===== config.mk =====
export PLATFORM = sky130hd
export DESIGN_NAME = sync_fifo_param
export DESIGN_NICKNAME = d
export VERILOG_FILES = /design/src/rtl/fifo_pkg.sv /design/src/rtl/fifo_mem.sv /design/src/rtl/sync_fifo_param.sv
export SDC_FILE = /design/constraint.sdc
export NUM_CORES = 1
export LEC_CHECK = 0
export BUFFER_PORTS_ARGS = -buffer_cell sky130_fd_sc_hd__buf_4
export CORE_UTILIZATION = 55
export DETAILED_ROUTE_END_ITERATION = 8
export PLACE_DENSITY = 0.73
export SKIP_LAST_GASP = 1
export SLEW_MARGIN = 25
export SYNTH_ARGS = -nofsm -noshare
export SYNTH_HDL_FRONTEND = slang
export SYNTH_SLANG_ARGS = --single-unit

===== constraint.sdc =====
create_clock -name clk -period 4.5 [get_ports clk]
set_input_delay 0.45 -clock clk [delete_from_list [all_inputs] [get_ports clk]]
set_output_delay 0.45 -clock clk [all_outputs]
set_load 0.02 [all_outputs]

===== src/rtl/fifo_pkg.sv =====
// Shared constants for the synchronous FIFO family: default geometry and
// the read-mode encodings selected through the FWFT parameter.
package fifo_pkg;

  localparam int FIFO_DEFAULT_WIDTH = 8;
  localparam int FIFO_DEFAULT_DEPTH = 16;

  localparam int FIFO_STD  = 0;
  localparam int FIFO_FWFT = 1;

endpackage


===== src/rtl/fifo_mem.sv =====
// Simple dual-port register array: synchronous write port, asynchronous read
// port. The array is intentionally not reset.
module fifo_mem
  import fifo_pkg::*;
#(
  parameter int DATA_WIDTH = FIFO_DEFAULT_WIDTH,
  parameter int DEPTH      = FIFO_DEFAULT_DEPTH
) (
  input  logic                     clk,
  input  logic                     we,
  input  logic [$clog2(DEPTH)-1:0] waddr,
  input  logic [DATA_WIDTH-1:0]    wdata,
  input  logic [$clog2(DEPTH)-1:0] raddr,
  output logic [DATA_WIDTH-1:0]    rdata
);

  logic [DATA_WIDTH-1:0] mem [DEPTH];

  // Write port
  always_ff @(posedge clk) begin
    if (we) begin
      mem[waddr] <= wdata;
    end
  end

  assign rdata = mem[raddr];

endmodule


===== src/rtl/sync_fifo_param.sv =====
// Parametrised single-clock FIFO with threshold flags, occupancy count,
// overflow/underflow pulses and selectable standard or fall-through read.
module sync_fifo_param
  import fifo_pkg::*;
#(
  parameter int DATA_WIDTH    = FIFO_DEFAULT_WIDTH,
  parameter int DEPTH         = FIFO_DEFAULT_DEPTH,
  parameter int AFULL_THRESH  = DEPTH - 2,
  parameter int AEMPTY_THRESH = 2,
  parameter int FWFT          = FIFO_STD
) (
  input  logic                   clk,
  input  logic                   rst_n,
  input  logic                   wr_en,
  input  logic [DATA_WIDTH-1:0]  data_in,
  input  logic                   rd_en,
  output logic [DATA_WIDTH-1:0]  data_out,
  output logic                   rd_valid,
  output logic                   empty,
  output logic                   full,
  output logic                   almost_empty,
  output logic                   almost_full,
  output logic [$clog2(DEPTH):0] count,
  output logic                   overflow,
  output logic                   underflow
);

  localparam int AW = $clog2(DEPTH);
  localparam int CW = AW + 1;

  logic [AW-1:0]         wr_ptr_r;
  logic [AW-1:0]         rd_ptr_r;
  logic [CW-1:0]         count_r;
  logic [CW-1:0]         count_next;
  logic                  empty_r;
  logic                  full_r;
  logic                  aempty_r;
  logic                  afull_r;
  logic                  overflow_r;
  logic                  underflow_r;
  logic                  rd_accept;
  logic                  wr_accept;
  logic [DATA_WIDTH-1:0] mem_rdata;

  // A pop in the same cycle frees a slot, so a full FIFO still takes the write.
  assign rd_accept = rd_en && !empty_r;
  assign wr_accept = wr_en && (!full_r || rd_accept);

  // Next occupancy
  always_comb begin
    count_next = count_r;
    if (wr_accept && !rd_accept) begin
      count_next = count_r + CW'(1'b1);
    end else if (rd_accept && !wr_accept) begin
      count_next = count_r - CW'(1'b1);
    end else begin
      count_next = count_r;
    end
  end

  // Pointers, count, flags and error pulses
  always_ff @(posedge clk or negedge rst_n) begin
    if (!rst_n) begin
      wr_ptr_r    <= {AW{1'b0}};
      rd_ptr_r    <= {AW{1'b0}};
      count_r     <= {CW{1'b0}};
      empty_r     <= 1'b1;
      full_r      <= 1'b0;
      aempty_r    <= 1'b1;
      afull_r     <= 1'b0;
      overflow_r  <= 1'b0;
      underflow_r <= 1'b0;
    end else begin
      if (wr_accept) begin
        wr_ptr_r <= wr_ptr_r + AW'(1'b1);
      end
      if (rd_accept) begin
        rd_ptr_r <= rd_ptr_r + AW'(1'b1);
      end
      count_r     <= count_next;
      // Flags track the new count so they equal a decode of count_r.
      empty_r     <= (count_next == {CW{1'b0}});
      full_r      <= (count_next == CW'(DEPTH));
      aempty_r    <= (count_next <= CW'(AEMPTY_THRESH));
      afull_r     <= (count_next >= CW'(AFULL_THRESH));
      overflow_r  <= wr_en && !wr_accept;
      underflow_r <= rd_en && empty_r;
    end
  end

  fifo_mem #(
    .DATA_WIDTH (DATA_WIDTH),
    .DEPTH      (DEPTH)
  ) u_mem (
    .clk   (clk),
    .we    (wr_accept),
    .waddr (wr_ptr_r),
    .wdata (data_in),
    .raddr (rd_ptr_r),
    .rdata (mem_rdata)
  );

  generate
    if (FWFT == FIFO_FWFT) begin : g_fwft
      // Mask the unreset array so data_out reads zero while empty or in reset.
      assign data_out = empty_r ? {DATA_WIDTH{1'b0}} : mem_rdata;
      assign rd_valid = !empty_r;
    end else begin : g_std
      logic [DATA_WIDTH-1:0] dout_r;
      logic                  valid_r;

      // Registered read data, held between reads
      always_ff @(posedge clk or negedge rst_n) begin
        if (!rst_n) begin
          dout_r  <= {DATA_WIDTH{1'b0}};
          valid_r <= 1'b0;
        end else begin
          valid_r <= rd_accept;
          if (rd_accept) begin
            dout_r <= mem_rdata;
          end
        end
      end

      assign data_out = dout_r;
      assign rd_valid = valid_r;
    end
  endgenerate

  assign count        = count_r;
  assign empty        = empty_r;
  assign full         = full_r;
  assign almost_empty = aempty_r;
  assign almost_full  = afull_r;
  assign overflow     = overflow_r;
  assign underflow    = underflow_r;

endmodule

Word level (Yosys, flattened, before mapping). Memories as Yosys holds them, arrays and structs flattened. A register that Yosys moved wholly into a read port is not among the register bits. Cells that the tools add are included. Widths: inputs -> output; s select.

Register bits after elaboration: 20. RAM bits: 128. Memories kept: 1.

Equality and inequality tests: 1. Multiplexer cells: 4. Reductions and logical operators: 13. Add/subtract/negate cells: 4. $lt $le $gt $ge: 2.

Memories: u_mem.mem (depth 16, width 8, read ports 1, clocked after memory_dff 1, write ports 1, line fifo_mem.sv:17) `logic [DATA_WIDTH-1:0] mem [DEPTH];`.

Operator list (number): $mux 5 (2); $add 4x1->4 const B (2); $logic_and 1x1->1 (6); $add 5x1->5 const B (1); $eq 5x5->1 const B (1); $ge 5x4->1 const B (1); $le 5x2->1 const B (1); $logic_not 1->1 (5); $logic_not 5->1 (1); $sub 5x1->5 const B (1); $mux 1 (2); $logic_or 1x1->1 (1).

Longest topological paths before layout.
Depth in word-level cells: 9. Mapped depth: 8.

By module. From an unflattened synthesis, not the netlist that was laid out.

Cell total of the unflattened synthesis: 330. Area total of the unflattened synthesis: 6219.7 µm².

Modules (own cells, without submodules): fifo_mem (instances 1, sequential area each 3843.7 µm², cells an instance 221, area an instance 4987.3 µm²); sync_fifo_param (instances 1, sequential area each 703.2 µm², cells an instance 109, area an instance 1232.4 µm²).

Least setup slack after synthesis. Ideal clock, no wire load.

Kind: reg2reg. From: reg empty_r (netlist: empty). To: mem u_mem.mem[7][0] (netlist bit), enable pin. Data arrival time: 1.835 ns. Library setup time: 0.385 ns. Setup slack: 2.279 ns. Cell stages (with the launch flop): 6. Path through: dfstp_2 nand2b_4 buf_6 a21boi_1 nand2_1 nor3b_1.

Word-level cells in the longest chain between the ends: 6.

Ends and longest elaborated chain: start: declaration (line sync_fifo_param.sv:35) `logic empty_r;`; start signal: assignment (line sync_fifo_param.sv:82) `empty_r <= (count_next == {CW{1'b0}});`; $logic_not 1->1 (line sync_fifo_param.sv:46) `assign rd_accept = rd_en && !empty_r;`; $logic_and 1x1->1 (line sync_fifo_param.sv:46); $logic_or 1x1->1 (line sync_fifo_param.sv:47) `assign wr_accept = wr_en && (!full_r || rd_accept);`; $logic_and 1x1->1 (line sync_fifo_param.sv:47); $mux 1 (line fifo_mem.sv:21) `if (we) begin`; $mux 1 (implied by the code) (line fifo_mem.sv:22) `mem[waddr] <= wdata;`; end: declaration (line fifo_mem.sv:17).

No other way between the ends.

Final worst setup path.
From: reg empty_r (netlist: empty). To: mem u_mem.mem[7][6] (netlist bit), enable pin.

The elaborated chain is that of the path after synthesis.

==> impl_metrics.tcl <==
set metrics [dict create \
    dieArea_mm2 0.0120 \
    setup.worst_path.end_class "flip-flop" \
    synth_area_mm2 0.00635 \
    antenna_found_initial 0 \
    cp_cell_sequence "nand2b_4, a21boi_2, nand2_1, nor3b_2" \
    post_cts_resized 0 \
    vias_per_cell 5.98 \
    cts_max_level 4 \
    seq_power_share_pct 43.9 \
    grt_use_total_pct 22.7 \
    fin_skew_ns 0.00883 \
    synth_top_area_share_pct 60.5 \
    switchingPower_uw 1530 \
    worstSkewPairLatency_ns 0.41 \
    die_width_um 109 \
    hpwl_um 7590 \
    leakage_uw 0.00262 \
    seq_area_frac_synth_pct 71.6 \
    vias 3301 \
    hold_viol 0 \
    p_per_area_mw_per_mm2 659 \
    place.port_buffers 31 \
    grt_overflow_total 0 \
    worst_slew_pin_slew_ns 1.03 \
    synthesis.nets 384 \
    initial_utilization_pct 57.6 \
    cts_tree "done" \
    cpLargestDelayFamily "simple AND/OR/NAND/NOR gates" \
    ys_async_sr_fraction_pct 17.9 \
    whs_path_depth 2 \
    die_h_um 109 \
    cp_num_cells 4 \
    ctsLongestPathBuffers 2 \
    maxSlewViolCount 0 \
    dp_cells 519 \
    synth-edff-count 128 \
    ys_types 49 \
    rows 38 \
    clk_pin_slew_ns 0.06 \
    cts_buffers 17 \
    initialDrtViolationCount 294 \
    yosys_warnings 0 \
    fin_area_mm2 0.00728 \
    grt_max_degree 38 \
    grt_pass1_wl_um 18700 \
    rsz0062_at_grt "no" \
    slowest_stage "nor3b_2" \
    holdWs_ns 0.290 \
    setup_viol 0 \
    diodes 0 \
    layout.cells.non_filler 552 \
    slew_headroom_pct 31.1 \
    rr_worst_depth 4 \
    drt_wl_total_um 12300 \
    cp.arrival_ns 2.44 \
    final_common_cell "edfxtp_1" \
    max_cap_violations 0 \
    ir_worst_vdd_uv 469 \
    avgSynthCellArea_um2 17.4 \
    synth-seq-cells 156 \
    ys.flop_type "edfxtp_1" \
    final_nets 418 \
    cts_sinks 156 \
    syn_inst 365 \
    num_io_pins 32 \
    crit_buf_inv 0 \
    run_status "complete, no violations" \
    grt_pass1_vias 3225 \
    root_buffer "clkbuf_16" \
    wl_per_cell_um 22.3 \
    drive_gt1_share_pct 26.2 \
    cp_slowest_stage_delay_ns 0.63 \
    period_share_pct 53.4 \
    place.gp.congestion 0.825 \
    place_area_mm2 0.00667 \
    yosys.area.top_type "edfxtp_1" \
    core_area_mm2 0.0110 \
    clkPwrFrac_pct 29.3 \
    p_int_uw 3270 \
    synthTopCellsByArea "edfxtp_1 61%, dfrtp_1 10%, mux4_2 4.6%" \
    area_growth_pct 14.6 \
    max_freq_mhz 416 \
    final_cell_mix "128 x edfxtp_1, 32 x buf_4, 25 x dfrtp_1" \
    crit_type "flip-flop to flip-flop" \
    antenna_left 0 \
    first_pass_iters 4 \
    critPathLaunchType "flip-flop" \
    drc 0 \
    tns_ns 0 \
    crit_required_ns 4.54 \
    holdCritPathClass "input pin to flip-flop" \
    cp_max_fo 17 \
    switching_share_pct 31.8 \
    layout_min_cycle_time_ns 2.40 \
    comb_power_share_pct 26.8 \
]
==> kinds of logic after synthesis <==
kind of cell    Yosys count  share of synthesized area, %
fa+ha+maj                 7                          1.38
buf+inv                  23                          2.17
simple gates             78                          7.07
mux                      57                          12.6
flops                   156                          71.6
xor+xnor                 10                          1.50
compound gates           34                          3.64
==> power by group through the flow <==
stage                     logic (uW)  clock network, uW  registers (uW)
final                           1290               1410            2110
after global routing            1390               1480            2140
after CTS                       1290               1410            2110
after detailed placement        1280                  0            2140
after global placement          1260                  0            2120
after floorplan                  983                  0            2020
==> final timing paths <==
check | from | end | slack, ns
hold / removal | rd_en | underflow$_DFF_PN0_ | 0.29
min in group asynchronous | rst_n | underflow$_DFF_PN0_ | 0.49
setup reg to reg | empty$_DFF_PN1_ | u_mem.mem[7][6]$_DFFE_PP_ | 2.10
max in group asynchronous | rst_n | almost_empty$_DFF_PN1_ | 3.70
hold reg to reg | rd_ptr_r[3]$_DFFE_PN0P_ | rd_ptr_r[3]$_DFFE_PN0P_ | 0.50
setup / recovery | empty$_DFF_PN1_ | u_mem.mem[7][6]$_DFFE_PP_ | 2.10
==> flip-flops by register name, summed over array words and instances, names as in the netlist <==
register      count
data_out          8
wr_ptr_r          4
almost_empty      1
rd_valid          1
empty             1
count             5
underflow         1
rd_ptr_r          4
almost_full       1
full              1
u_mem.mem       128
overflow          1
==> worst reg2reg max path, cell delays in order, from the launching register on <==
cell	delay, ns
dfstp_2	0.39
nand2b_4	0.19
a21boi_2	0.56
nand2_1	0.26
nor3b_2	0.63
==> routing by layer <==
layer  global-route usage [%]  wire length (um)  vias to the layer above
met2                     34.4              5720                       95
met4                     9.90               305                        0
met1                     31.8              5690                     1687
li1                         -                 -                     1498
met5                        0                 0                        -
met3                     5.10               600                       21
==> per-stage QoR <==
step / power, uW / setup slack, ns / utilization, %
2_1_floorplan: 3000 / 2.28 / -
3_3_place_gp: 3380 / 1.43 / 60.3
3_5_place_dp: 3420 / 1.65 / 60.4
4_1_cts: 4810 / 1.72 / 65.9
5_1_grt: 5010 / 1.98 / 66.0
6_report: 4800 / 2.10 / 66.0
==> synth_stat cells, types with 3 or more instances <==
| cell | number |
|---|---|
| edfxtp_1 | 128 |
| dfrtp_1 | 26 |
| mux2i_1 | 24 |
| nand2_1 | 20 |
| mux2_2 | 17 |
| o22ai_1 | 15 |
| mux4_2 | 13 |
| nor2_1 | 12 |
| nor3_1 | 10 |
| o21ai_0 | 9 |
| and3_1 | 8 |
| xnor2_1 | 8 |
| ha_1 | 7 |
| buf_1 | 5 |
| and2_1 | 4 |
| and4_1 | 4 |
| buf_2 | 4 |
| inv_1 | 4 |
| buf_6 | 3 |
| clkbuf_1 | 3 |
| mux4_1 | 3 |
| nand2b_1 | 3 |
| nor2b_1 | 3 |
==> final cells by class <==
type / count / area [um2]
clock buffer: 25 / 551
clock inverter: 7 / 46.3
fill: 746 / 3750
inverter: 5 / 23.8
multi-input combinational: 186 / 1680
sequential: 156 / 4550
tap: 140 / 175
timing repair buffer: 33 / 250
==> timing repair <==
action	CTS	global route
setup endpoints to repair	0	0
setup buffers	0	0
hold buffers	1	0
hold endpoints to repair	26	0
No activity file was read; power rests on OpenSTA's default activity.
